===== config.mk =====
export PLATFORM = sky130hd
export DESIGN_NAME = mem_arbiter
export DESIGN_NICKNAME = d
export VERILOG_FILES = /design/src/rtl/core101_mem_pkg.sv /design/src/rtl/mem_arb_grant.sv /design/src/rtl/mem_arbiter.sv
export SDC_FILE = /design/constraint.sdc
export NUM_CORES = 1
export LEC_CHECK = 0
export ABC_AREA = 1
export BUFFER_PORTS_ARGS = -buffer_cell sky130_fd_sc_hd__buf_2
export CAP_MARGIN = 20
export CORE_ASPECT_RATIO = 1.5
export CORE_MARGIN = 2
export CORE_UTILIZATION = 50
export CTS_CLUSTER_DIAMETER = 40
export DETAILED_ROUTE_END_ITERATION = 12
export GPL_TIMING_DRIVEN = 1
export HOLD_SLACK_MARGIN = 0.02
export PLACE_DENSITY = 0.92
export SLEW_MARGIN = 15
export SYNTH_ARGS = -nofsm -noshare
export SYNTH_HDL_FRONTEND = slang
export SYNTH_SLANG_ARGS = --single-unit

===== constraint.sdc =====
create_clock -name clock_in -period 8.3 [get_ports clock_in]
set_clock_uncertainty 0.15 [all_clocks]
set_input_delay 1.66 -clock clock_in [delete_from_list [all_inputs] [get_ports clock_in]]
set_output_delay 1.66 -clock clock_in [all_outputs]
set_load 0.01 [all_outputs]

===== src/rtl/core101_mem_pkg.sv =====
// Shared constants for the core101 memory arbiter: FSM encoding,
// source select values and the opcode driven for instruction fetches.
package core101_mem_pkg;

  localparam logic [0:0] IDLE = 1'b0;
  localparam logic [0:0] BUSY = 1'b1;

  localparam logic SEL_INS  = 1'b0;
  localparam logic SEL_DATA = 1'b1;

  localparam logic [2:0] OP_INS_FETCH = 3'b010;

endpackage


===== src/rtl/mem_arb_grant.sv =====
// Grant selection for the arbiter: turns the two request valids and the
// last granted source into a one-hot grant.
// Ports: ins_valid_i, data_valid_i, last_grant_i -> grant_ins_o, grant_data_o.
module mem_arb_grant
  import core101_mem_pkg::*;
(
  input  logic ins_valid_i,
  input  logic data_valid_i,
  input  logic last_grant_i,
  output logic grant_ins_o,
  output logic grant_data_o
);

  // On contention the source not granted last time wins; a last_grant
  // tied to SEL_INS therefore gives data fixed priority.
  always_comb begin
    grant_data_o = data_valid_i &
                   (~ins_valid_i | (last_grant_i == SEL_INS));
    grant_ins_o  = ins_valid_i & ~grant_data_o;
  end

endmodule


===== src/rtl/mem_arbiter.sv =====
// Two-source (fetch / load-store) arbiter in front of one shared memory port.
// Ports: clock_in, reset_in; ins_req_*/ins_resp_*; data_req_*/data_resp_*;
// mem_* request out, mem_ready_in/mem_data_in completion in.
// Build option MEM_ARB_RR_EN: round-robin on contention instead of
// fixed data-over-fetch priority.
module mem_arbiter
  import core101_mem_pkg::*;
#(
  parameter int DATA_WIDTH   = 32,
  parameter int OPCODE_WIDTH = 3
) (
  input  logic                    clock_in,
  input  logic                    reset_in,
  input  logic                    ins_req_valid_in,
  input  logic [DATA_WIDTH-1:0]   ins_req_addr_in,
  output logic                    ins_req_ready_out,
  output logic                    ins_resp_valid_out,
  output logic [DATA_WIDTH-1:0]   ins_resp_data_out,
  input  logic                    data_req_valid_in,
  input  logic [OPCODE_WIDTH-1:0] data_req_opcode_in,
  input  logic [DATA_WIDTH-1:0]   data_req_addr_in,
  input  logic [DATA_WIDTH-1:0]   data_req_data_in,
  output logic                    data_req_ready_out,
  output logic                    data_resp_valid_out,
  output logic [DATA_WIDTH-1:0]   data_resp_data_out,
  output logic                    mem_valid_out,
  output logic                    mem_sel_out,
  output logic [OPCODE_WIDTH-1:0] mem_opcode_out,
  output logic [DATA_WIDTH-1:0]   mem_addr_out,
  output logic [DATA_WIDTH-1:0]   mem_data_out,
  input  logic                    mem_ready_in,
  input  logic [DATA_WIDTH-1:0]   mem_data_in
);

  logic [0:0]              state_q, state_d;
  logic                    sel_q;
  logic [OPCODE_WIDTH-1:0] op_q;
  logic [DATA_WIDTH-1:0]   addr_q, wdata_q;
  logic                    irv_q, drv_q;
  logic [DATA_WIDTH-1:0]   ird_q, drd_q;
  logic                    g_ins, g_data;
  logic                    last_grant;
  logic                    idle, accept, done;

`ifdef MEM_ARB_RR_EN
  logic last_grant_q;

  always_ff @(posedge clock_in or posedge reset_in) begin
    if (reset_in) begin
      last_grant_q <= SEL_DATA;
    end else if (accept) begin
      last_grant_q <= g_data ? SEL_DATA : SEL_INS;
    end
  end

  assign last_grant = last_grant_q;
`else
  assign last_grant = SEL_INS;
`endif

  mem_arb_grant u_grant (
    .ins_valid_i  (ins_req_valid_in),
    .data_valid_i (data_req_valid_in),
    .last_grant_i (last_grant),
    .grant_ins_o  (g_ins),
    .grant_data_o (g_data)
  );

  // Ready is gated by reset so it drops while reset is held.
  assign idle   = (state_q == IDLE) & ~reset_in;
  assign ins_req_ready_out  = idle & g_ins;
  assign data_req_ready_out = idle & g_data;
  assign accept = ins_req_ready_out | data_req_ready_out;
  // mem_ready_in only counts while a request is on the bus.
  assign done   = (state_q == BUSY) & mem_ready_in;

  always_comb begin
    state_d = state_q;
    if (accept) begin
      state_d = BUSY;
    end else if (done) begin
      state_d = IDLE;
    end
  end

  always_ff @(posedge clock_in or posedge reset_in) begin
    if (reset_in) begin
      state_q <= IDLE;
      sel_q   <= SEL_INS;
      op_q    <= '0;
      addr_q  <= '0;
      wdata_q <= '0;
      irv_q   <= 1'b0;
      drv_q   <= 1'b0;
      ird_q   <= '0;
      drd_q   <= '0;
    end else begin
      state_q <= state_d;
      irv_q   <= done & (sel_q == SEL_INS);
      drv_q   <= done & (sel_q == SEL_DATA);
      if (accept) begin
        sel_q   <= g_data ? SEL_DATA : SEL_INS;
        op_q    <= g_data ? data_req_opcode_in
                          : OPCODE_WIDTH'(OP_INS_FETCH);
        addr_q  <= g_data ? data_req_addr_in : ins_req_addr_in;
        wdata_q <= g_data ? data_req_data_in : '0;
      end
      if (done && sel_q == SEL_INS) begin
        ird_q <= mem_data_in;
      end
      if (done && sel_q == SEL_DATA) begin
        drd_q <= mem_data_in;
      end
    end
  end

  assign mem_valid_out       = (state_q == BUSY);
  assign mem_sel_out         = sel_q;
  assign mem_opcode_out      = op_q;
  assign mem_addr_out        = addr_q;
  assign mem_data_out        = wdata_q;
  assign ins_resp_valid_out  = irv_q;
  assign ins_resp_data_out   = ird_q;
  assign data_resp_valid_out = drv_q;
  assign data_resp_data_out  = drd_q;

endmodule


# Yosys cells after proc, flatten, opt, wreduce, memory -nomap -nowiden
# Index checks and enable logic that the tools add are counted.
[op_classes]
mux = 6
bitwise = 12
reduce_logical = 3
[ops]
columns = ["op", "n"]
rows = [
  ["32-bit two-way mux", 2],
  ["1-bit bitwise AND", 7],
  ["1-bit inverter", 4],
  ["1-bit two-way mux", 3],
  ["3-bit two-way mux", 1],
  ["1-bit logical AND", 2],
  ["2-bit nonzero test", 1],
  ["1-bit OR", 1],
]
[word_totals]
register_bits = 135
inputBits = 136
output_inout_bits = 137
wordCells = 30

# Logic depth before layout (Yosys ltp)
# Gate-level depths: netlist of the first run.
[depth]
depth_word = 5
ltp_mapped = 6
ltp_nobuf = 5

# Cells and area by module
# Synthesis of the first run repeated with hierarchy kept, for this count alone.
[unflattened]
hier_cells = 649
hier_area_um2 = 5509.0
[by_module_without_submodules]
columns = ["mod", "instances", "cells_each", "area_per_inst_um2", "seq_area_each_um2"]
rows = [
  ["mem_arbiter", 1, 645, 5481.5, 3378.2],
  ["mem_arb_grant", 1, 4, 27.5, 0.0],
]

# Worst setup path after synthesis of the first run
# Ideal clock, no wire load.
[synth_timing]
path_kind = "input to output"
startpoint = "in data_req_valid_in"
endpoint = "out ins_req_ready_out"
arrival_time_ns = 2.235
t_required_ns = 6.490
path_slack_ns = 4.255
stages = 4
path_buffers = 2
path_cell_list = "buf_6 -> inv_2 -> buf_2 -> and3_1"
[synth_via]
elab_chain_cells = 3
[synth_rtl]
columns = ["element", "line_no", "text"]
rows = [
  ["from (decl)", "mem_arbiter.sv:19", "input logic data_req_valid_in,"],
  ["1-bit inverter", "mem_arb_grant.sv:19", "grant_ins_o = ins_valid_i & ~grant_data_o;"],
  ["1-bit bitwise AND", "mem_arb_grant.sv:19", ""],
  ["1-bit bitwise AND", "mem_arbiter.sv:71", "assign ins_req_ready_out = idle & g_ins;"],
  ["to (decl)", "mem_arbiter.sv:16", "output logic ins_req_ready_out,"],
]
# Every way passes these cells.

# Worst setup path in the final report of the first run
[layout_timing]
startpoint = "in data_req_valid_in"
endpoint = "out data_req_ready_out"
[layout_via]
elab_chain_cells = 1
[layout_rtl]
columns = ["element", "line_no", "text"]
rows = [
  ["1-bit bitwise AND", "mem_arbiter.sv:72", "assign data_req_ready_out = idle & g_data;"],
  ["to (decl)", "mem_arbiter.sv:23", "output logic data_req_ready_out,"],
]
# Every way passes these cells.

==> results of run 1 <==
==> Yosys cell counts <==
library cell  instances  area, sq um
clkbuf_2              1         5.00
clkbuf_1              4         15.0
nand3_2               1         10.0
buf_6                19          214
o21ai_1              27          135
o21ai_2              23          201
inv_1               101          379
inv_2                 2         7.51
and3_1                1         6.26
dfrtp_1             135         3380
nor2_4                1         11.3
buf_2                 8         40.0
nand2_1             298         1120
nor2_1                1         3.75
o21ai_4               1         16.3
nand3_1               1         5.00
o21ai_0              48          240
buf_4                 3         22.5
==> cell type report <==
| type | count | area, sq um |
|---|---|---|
| Timing Repair Buffer | 276 | 1400 |
| Inverter | 103 | 392 |
| Clock inverter | 14 | 164 |
| Clock buffer | 18 | 439 |
| Sequential cell | 135 | 3380 |
| Multi-Input combinational cell | 402 | 1750 |
| Tap cell | 150 | 188 |
| Fill cell | 930 | 3700 |
==> final timing paths <==
check / start / end / cells after the start
setup / recovery: data_req_valid_in / data_req_ready_out / 4
hold / removal: mem_data_out[1] / mem_data_out[1] / 2
setup reg to reg: mem_valid_out / mem_valid_out / 4
hold reg to reg: mem_data_out[1] / mem_data_out[1] / 2
max in group asynchronous: reset_in / ins_resp_data_out[11] / 3
min in group asynchronous: reset_in / mem_opcode_out[1] / 2
==> cell families after synthesis <==
group,Yosys count,synth area share
and+or+nand+nor,303,0.199
buffers and inverters,138,0.118
DFF,135,0.582
AOI/OAI and AO/OA,99,0.102
==> power by group <==
group | leakage, nW | switching, mW | internal [mW] | total (mW)
logic | 2.74 | 0.371 | 0.264 | 0.635
clock network | 0.286 | 0.294 | 0.458 | 0.752
registers | 1.69 | 0.108 | 0.861 | 0.968
total | 4.71 | 0.773 | 1.58 | 2.36
==> through the flow <==
stage,setup slack (ns),area (sq um)
after floorplan,2.88,5810
after global placement,3.47,7100
after detailed placement,3.43,7100
after CTS,3.42,7700
after global routing,3.27,7710
final,3.43,7710
==> registers in the layout (all words and copies together) (netlist names) <==
signal,count
data_resp_data_out,32
data_resp_valid_out,1
ins_resp_data_out,32
ins_resp_valid_out,1
mem_addr_out,32
mem_data_out,32
mem_opcode_out,3
mem_sel_out,1
mem_valid_out,1
==> layer usage <==
layer,track usage,share of wire
met1,0.277,0.38
met2,0.405,0.54
met5,0,0
met3,0.0477,0.051
met4,0.0912,0.027
==> worst reg2reg max path: cells and delay by family, from the launching register on <==
family          cells  cell delay (ns)
compound gates      2             0.26
buf+inv             1             0.77
simple gates        1             0.09
flops               1             0.51
==> out/qor.yml, run 1 <==
root_buffer: "clkbuf_16"
clk_latency_ns: 0.40
hp-class: "flop to flop"
slew_violations: 0
grt-ovfl-total: 0
rsz0062_at_grt: "no"
fin_crit_sh: 0.587
cp-end-kind: "output port"
min_period_ns: 4.87
maxCapViolCount: 0
wl_per_cell_microns: 13.0
grt_antenna_before_repair: 0
startpoint_type: "primary input"
finalWeightedCongestion: 0.824
area_delta_synth_final_pct: 32.7
n_antenna_cell: 0
drc: 0
dp_hpwl_microns: 10300
drt-initial-drc-count: 223
layout_common_cells: "nand2_1 (298), buf_2 (272), dfrtp_1 (135), inv_1 (100), o21ai_0 (48)"
finalPower_mw: 2.36
max-slew-margin-rel: 0.357
initial_core_util: 0.509
fmax_mhz: 205
synth_nets: 811
setup_tns_ns: 0
netlist_instances: 675
cp_data_arrival_time_ns: 3.06
cp_slowest_cell: "buf_2"
reg2reg_slack_ns: 6.35
rows: 48
critPathTopFamily: "buffers and inverters"
h-tree-depth: 4
cts_buffers: 17
cp_num_buf_inv: 3
ir_drop_v: 0.000180
hold_ws_ns: 0.322
synthDistinctLibCells: 18
drtPass1Iterations: 6
crit_type: "primary input to output port"
cts_resized: 0
status: "completed"
ant_nets: 0
synth-seq-cells: 135
synth_area_sq_mm: 0.00581
cts_tree: "built"
mostFrequentLayoutCell: "nand2_1"
coreArea_sq_mm: 0.0114
die_w_microns: 92.0
dp_cells: 1066
yosysSeqAreaShare: 0.582
syn_avg_cell_area_sq_um: 8.61
critPathMostFrequentCell: "buf_2"
fin_cells: 1098
setup_viol_count_final: 0
via_count: 5086
grt_max_degree: 103
via_per_inst: 4.63
ctsLongestPathBuffers: 2
worstPathMaxFanout: 35
hold_buffers: 0
drive_above_1_share: 0.357
ys.warnings.count: 0
grt_pass1_wl_microns: 22800
required_ns: 6.49
p_leak_nw: 4.71
clkSlewWorstSetupHoldPaths_ns: 0.06
die_area_sq_mm: 0.0125
fin_util: 0.676
post_cts_buffers: 0
wirelength_microns: 14300
grt_pass1_vias: 4781
grt_usage: 0.231
worst_pin_slew_ns: 0.964
critPathMaxStageDelay_ns: 0.48
port_buffers: 272
hold_viol: 0
die_h_microns: 136
finalNetCount: 1071
num_io_pins: 273
cts_num_sinks: 135
power_density_mw_per_mm2: 306
crit_chain: "buf_2 -> nand2_1 -> inv_2 -> buf_2"
Note: power is estimated with default switching activity, not from simulation.
==> inputs of run 2 (changes only) <==
--- a/config.mk
+++ b/config.mk
@@ -5,17 +5,17 @@
 export SDC_FILE = /design/constraint.sdc
 export NUM_CORES = 1
 export LEC_CHECK = 0
-export ABC_AREA = 1
+export ABC_AREA = 0
 export BUFFER_PORTS_ARGS = -buffer_cell sky130_fd_sc_hd__buf_2
 export CAP_MARGIN = 20
 export CORE_ASPECT_RATIO = 1.5
 export CORE_MARGIN = 2
-export CORE_UTILIZATION = 50
+export CORE_UTILIZATION = 46
 export CTS_CLUSTER_DIAMETER = 40
 export DETAILED_ROUTE_END_ITERATION = 12
 export GPL_TIMING_DRIVEN = 1
 export HOLD_SLACK_MARGIN = 0.02
-export PLACE_DENSITY = 0.92
+export PLACE_DENSITY = 0.88
 export SLEW_MARGIN = 15
 export SYNTH_ARGS = -nofsm -noshare
 export SYNTH_HDL_FRONTEND = slang
==> constraint.sdc (replaced) <==
create_clock -name clock_in -period 4.7 [get_ports clock_in]
set_clock_uncertainty 0.15 [all_clocks]
set_input_delay 0.94 -clock clock_in [delete_from_list [all_inputs] [get_ports clock_in]]
set_output_delay 0.94 -clock clock_in [all_outputs]
set_load 0.01 [all_outputs]
==> run 2 against run 1 <==
  * Non-clock buffer count did not move
  * Critical path depth fell by 1
  * Clock-buffer cell count rose by 2
  * First-iteration DRC count fell by 39%
  * Total power rose by 82%
  * Flip-flop and latch count did not move
  * Final cell count fell by 30%
  * Core utilization fell by 2.9 points
  * Critical endpoint unchanged
==> out/qor.yml, run 2 <==
crit_chain: "buf_2 -> and2_4 -> buf_2"
startpoint_type: "primary input"
port_buffers: 272  # unchanged
synth_nets: 470  # -42%
synthDistinctLibCells: 17  # -1
h-tree-depth: 4  # unchanged
yosysSeqAreaShare: 0.623  # +0.0419
wirelength_microns: 13300  # -6.9%
dp_cells: 738  # -31%
grt_max_degree: 100  # -2.9%
clkSlewWorstSetupHoldPaths_ns: 0.05  # about the same
worst_pin_slew_ns: 0.893  # -0.0711 ns
finalWeightedCongestion: 0.794  # -3.6%
cp_data_arrival_time_ns: 2.32  # -0.74 ns
critPathMaxStageDelay_ns: 0.60  # +0.12 ns
fin_cells: 772  # -30%
hold_buffers: 0  # unchanged
yosys-top-cells-count: "dfrtp_1 (135), mux2_2 (128), a22o_1 (34)"
synth_top_area_cell: "dfrtp_1"
cts_resized: 0  # unchanged
netlist_instances: 334  # -51%
fmax_mhz: 293
root_buffer: "clkbuf_16"
cts_tree: "built"
grt_antenna_before_repair: 1  # +1
hp-class: "flop to flop"
crit_type: "primary input to output port"
p_int_mw: 3.04  # +92%
ir_drop_v: 0.000409  # +130%
synth_area_sq_mm: 0.00542  # -6.7%
max-slew-margin-rel: 0.401  # +0.0442
fin_util: 0.646  # -0.0295
p_leak_nw: 3.81  # -19%
p_comb_frac: 0.282  # +0.012
p_clk_frac: 0.310  # -0.009
power_density_mw_per_mm2: 576  # +89%
min_period_ns: 3.41
switching_share: 0.291  # -0.0371
cp_slowest_cell: "buf_2"
finalNetCount: 744  # -31%
ant_nets: 0  # unchanged
worstPathMaxFanout: 37  # +5.7%
required_ns: 3.61  # -2.88 ns
slew_violations: 0  # unchanged
wl_per_cell_microns: 17.2  # +32%
num_io_pins: 273  # unchanged
status: "completed"
cp_num_buf_inv: 2  # -1
post_cts_buffers: 0  # unchanged
clk_latency_ns: 0.39  # about the same
setup_tns_ns: 0  # unchanged
synth-edff-count: 0  # unchanged
coreArea_sq_mm: 0.0115  # +1.1%
drtPass1Iterations: 4  # -2
synth_area_leaders: "dfrtp_1 (62%), mux2_2 (27%), a22o_1 (5.5%)"
mostFrequentLayoutCell: "buf_2"
initial_core_util: 0.470  # -0.0392
ctsLongestPathBuffers: 2  # unchanged
drc: 0  # unchanged
die_area_sq_mm: 0.0127  # +1.3%
via_per_inst: 5.01  # +8.2%
maxCapViolCount: 0  # unchanged
hold_viol: 0  # unchanged
setup_viol_count_final: 0  # unchanged
critPathTopFamily: "buffers and inverters"
cts_buffers: 17  # unchanged
layout_common_cells: "buf_2 (272), dfrtp_1 (135), mux2_2 (128), a22o_1 (34), clkbuf_16 (17)"
dp_hpwl_microns: 9690  # -5.7%
ys.warnings.count: 0  # unchanged
yosys.area.top_type_share: 0.623  # +0.0419
die_w_microns: 92.6  # +0.66%
rows: 48  # unchanged
area_delta_synth_final_pct: 37.5
final.fill_count: 871  # -6.3%
reg2reg_slack_ns: 2.58  # -3.77 ns
p_seq_frac: 0.408  # -0.003
yosys.cell_count.top_type: "dfrtp_1"
critPathMostFrequentCell: "buf_2"
rsz0062_at_grt: "no"
grt_usage: 0.207  # -0.0238
cts_num_sinks: 135  # unchanged
async_flop_share: 1.00  # unchanged
grt_pass1_vias: 4167  # -13%
p_sw_mw: 1.25  # +62%
grt_pass1_wl_microns: 20400  # -11%
drt-initial-drc-count: 135  # -39%
via_count: 3870  # -24%
drive_above_1_share: 0.710  # +0.353
cp-end-kind: "output port"
grt-ovfl-total: 0  # unchanged
syn_avg_cell_area_sq_um: 16.2  # +89%
synth_flop_cell: "dfrtp_1"
die_h_microns: 137  # +0.67%
fin_crit_sh: 0.726
synth-seq-cells: 135  # unchanged
==> run 2: cells by family after synthesis <==
| logic type | synth area share |
|---|---|
| DFF | 0.623 |
| buffers and inverters | 0.0413 |
| muxes | 0.266 |
| and+or+nand+nor | 0.00901 |
| AOI/OAI and AO/OA | 0.0603 |
==> run 2: metrics by stage <==
step / instance area [sq um] / worst slack, ns / hold slack [ns] / power [mW]
2_1_floorplan: 5420 / 1.89 / 0.383 / 2.41
3_3_place_gp: 6810 / 1.38 / 0.328 / 2.92
3_5_place_dp: 6810 / 1.29 / 0.331 / 2.99
4_1_cts: 7420 / 1.29 / 0.348 / 4.34
5_1_grt: 7440 / 1.20 / 0.357 / 4.51
6_report: 7450 / 1.29 / 0.344 / 4.29
==> run 2: worst reg2reg max path, cell delays in order (launching register included) <==
cell	delay (ns)
dfrtp_1	0.51
nand3_2	0.75
mux2_2	0.59
==> run 2: layer usage <==
metal / GRT usage / share of wire
met4: 0.0964 / 0.025
met5: 0 / 0
met3: 0.0556 / 0.064
met1: 0.224 / 0.36
met2: 0.374 / 0.55
==> run 2: worst paths after layout <==
| kind | start | to | cells past startpoint |
|---|---|---|---|
| hold / removal | mem_data_out[8] | mem_data_out[8] | 1 |
| max in group asynchronous | reset_in | data_resp_data_out[17] | 3 |
| min in group asynchronous | reset_in | mem_data_out[1] | 2 |
| setup reg to reg | mem_valid_out | data_resp_data_out[11] | 2 |
| setup / recovery | data_req_valid_in | data_req_ready_out | 3 |
| hold reg to reg | mem_data_out[8] | mem_data_out[8] | 1 |
==> run 2: layout make-up <==
type / instances / area [sq um] / share of cell area
flip-flops and latches: 135 / 3380 / 0.453
multi-input cells: 172 / 1820 / 0.245
repair buffers: 276 / 1420 / 0.191
clock buffers: 20 / 457 / 0.0613
well taps: 150 / 188 / 0.0252
clock inverters: 11 / 148 / 0.0198
inverters: 6 / 26.3 / 0.00353
diodes: 2 / 5.00 / 0.000672
==> run 2: power groups by stage <==
stage,clock [mW],sequential (mW),combinational [mW]
floorplan,0,1.95,0.459
global placement,0,1.74,1.18
detailed placement,0,1.77,1.22
CTS,1.35,1.75,1.23
global route,1.41,1.79,1.30
finish,1.33,1.75,1.21
==> inputs of run 3 (changes only) <==
--- a/config.mk
+++ b/config.mk
@@ -5,12 +5,12 @@
 export SDC_FILE = /design/constraint.sdc
 export NUM_CORES = 1
 export LEC_CHECK = 0
-export ABC_AREA = 0
+export ABC_AREA = 1
 export BUFFER_PORTS_ARGS = -buffer_cell sky130_fd_sc_hd__buf_2
 export CAP_MARGIN = 20
 export CORE_ASPECT_RATIO = 1.5
 export CORE_MARGIN = 2
-export CORE_UTILIZATION = 46
+export CORE_UTILIZATION = 47
 export CTS_CLUSTER_DIAMETER = 40
 export DETAILED_ROUTE_END_ITERATION = 12
 export GPL_TIMING_DRIVEN = 1
==> constraint.sdc (replaced) <==
create_clock -name clock_in -period 3.29 [get_ports clock_in]
set_clock_uncertainty 0.15 [all_clocks]
set_input_delay 0.658 -clock clock_in [delete_from_list [all_inputs] [get_ports clock_in]]
set_output_delay 0.658 -clock clock_in [all_outputs]
set_load 0.01 [all_outputs]
==> run 3 against run 2 <==
  * Register-to-register slack worse by 1.2 ns
  * Flip-flop and latch count is the same
  * Via count is 32% higher
  * Critical path type is now flop to output port
  * Sequential power grew 41%
  * Total power rose by 47%
  * Wire length is 13% higher
  * Highest routed layer unchanged
  * Worst hold slack worse by 0.18 ns
  * Clock power grew 68%
  * Non-clock buffer count is 7 higher
  * Largest cell class unchanged
  * First-iteration DRC count increased by 25%
==> out/qor.yml, run 3 (synthesized netlist as in run 1, its figures left out) <==
grt_pass1_wl_microns: 23700  # +16%
num_io_pins: 273  # unchanged
status: "completed"
grt_max_degree: 77  # -23%
die_h_microns: 140  # +2.4%
wl_met1_microns: 5630  # +18%
setup_tns_ns: 0  # unchanged
wirelength_microns: 15000  # +13%
h-tree-depth: 4  # unchanged
hold_viol: 0  # unchanged
wl_met2_microns: 8010  # +9.4%
clkSlewWorstSetupHoldPaths_ns: 0.06  # about the same
finalWorstSetupSlack_ns: 1.02  # -0.268 ns
area_delta_synth_final_pct: 35.9
grt-ovfl-total: 0  # unchanged
port_buffers: 272  # unchanged
cts_resized: 0  # unchanged
clk_latency_ns: 0.39  # about the same
fin_crit_sh: 0.690
fin_util: 0.657  # +0.0110
final.fill_count: 980  # +13%
finalNetCount: 1078  # +45%
drtPass1Iterations: 5  # +1
crit_cells: 4  # +1
via_count: 5125  # +32%
cts_buffers: 17  # unchanged
maxCapViolCount: 0  # unchanged
dp_cells: 1076  # +46%
ctsLongestPathBuffers: 2  # unchanged
topRoutingLayerUsed: "met4"
worst_pin_slew_ns: 0.500  # -0.393 ns
startpoint_type: "flop"
grt_usage: 0.228  # +0.0215
die_area_sq_mm: 0.0133  # +4.7%
min_period_ns: 2.27
hold_buffers: 0  # unchanged
grt_antenna_before_repair: 2  # +1
ff2ff_path_depth: 3  # +1
p_leak_nw: 4.81  # +26%
coreArea_sq_mm: 0.0120  # +4.2%
crit-reg2reg-launch: "mem_valid_out"
reg2reg_slack_ns: 1.42  # -1.16 ns
drive_above_1_share: 0.361  # -0.349
cts_num_sinks: 135  # unchanged
fmax_mhz: 440
crit_chain: "nor2_4 -> nand2_1 -> inv_2 -> buf_2"
cts_tree: "built"
dp_hpwl_microns: 11200  # +16%
hp-class: "primary input to async pin"
post_cts_buffers: 0  # unchanged
crit_type: "flop to output port"
cp-end-kind: "output port"
die_w_microns: 94.8  # +2.3%
max-slew-margin-rel: 0.666  # +0.265
rsz0062_at_grt: "no"
required_ns: 2.48  # -1.13 ns
ant_nets: 0  # unchanged
initial_core_util: 0.483  # +0.0135
finalPower_mw: 6.31  # +47%
wl_met3_microns: 879  # +4.0%
rows: 49  # +2.1%
cp_data_arrival_time_ns: 1.46  # -0.86 ns
finalWeightedCongestion: 0.826  # +4.0%
cp_slowest_cell: "dfrtp_1"
power_density_mw_per_mm2: 799  # +39%
drt-initial-drc-count: 169  # +25%
root_buffer: "clkbuf_16"
cp_num_buf_inv: 2  # unchanged
slew_violations: 0  # unchanged
drc: 0  # unchanged
mostFrequentLayoutCell: "nand2_1"
wl_per_cell_microns: 13.5  # -22%
layout_common_cells: "nand2_1 (298), buf_2 (272), dfrtp_1 (135), inv_1 (100), o21ai_0 (48)"
dp_worst_setup_slack_ns: 1.21  # -0.0815 ns
critPathTopFamily: "flip-flops"
setup_viol_count_final: 0  # unchanged
ir_drop_v: 0.000399  # -2.4%
worstPathMaxFanout: 5  # -86%
via_per_inst: 4.62  # -7.8%
grt_pass1_vias: 5090  # +22%
critPathMaxStageDelay_ns: 0.50  # -0.10 ns
fin_cells: 1109  # +44%
r2r_end: "ins_resp_data_out[3]"
==> run 3: where the power goes <==
group	leakage [nW]	internal, mW	switching (mW)	total [mW]
registers	1.69	2.17	0.286	2.46
clock network	0.340	1.51	0.717	2.23
logic	2.78	0.678	0.947	1.63
total	4.81	4.36	1.95	6.31
==> run 3: area by class of cell <==
cell class / instances / area, sq um / share of cell area
Multi-Input combinational cell: 402 / 1750 / 0.222
Tap cell: 153 / 191 / 0.0242
Timing Repair Buffer: 283 / 1480 / 0.188
Sequential cell: 135 / 3380 / 0.428
Clock inverter: 14 / 270 / 0.0342
Inverter: 103 / 390 / 0.0494
Clock buffer: 17 / 425 / 0.0539
Antenna cell: 2 / 5.00 / 0.000634
==> run 3: worst max-delay path by stage <==
stage                       start                     to
finish              mem_valid_out     data_req_ready_out
global route        mem_valid_out     data_req_ready_out
detailed placement       reset_in     data_req_ready_out
global placement         reset_in     data_req_ready_out
floorplan                reset_in  data_resp_data_out[0]
CTS                 mem_valid_out     data_req_ready_out
==> run 3: through the flow <==
step	hold WS (ns)	cell area, sq um
after global placement	0.307	7190
final	0.167	7900
after floorplan	0.363	5810
after CTS	0.164	7890
after global routing	0.185	7890
after detailed placement	0.310	7190
==> run 3: metal layers <==
layer,track usage,up-vias
met4,0.104,0
met5,0,-
met3,0.0549,32
met1,0.258,2329
met2,0.401,201
li1,-,2563
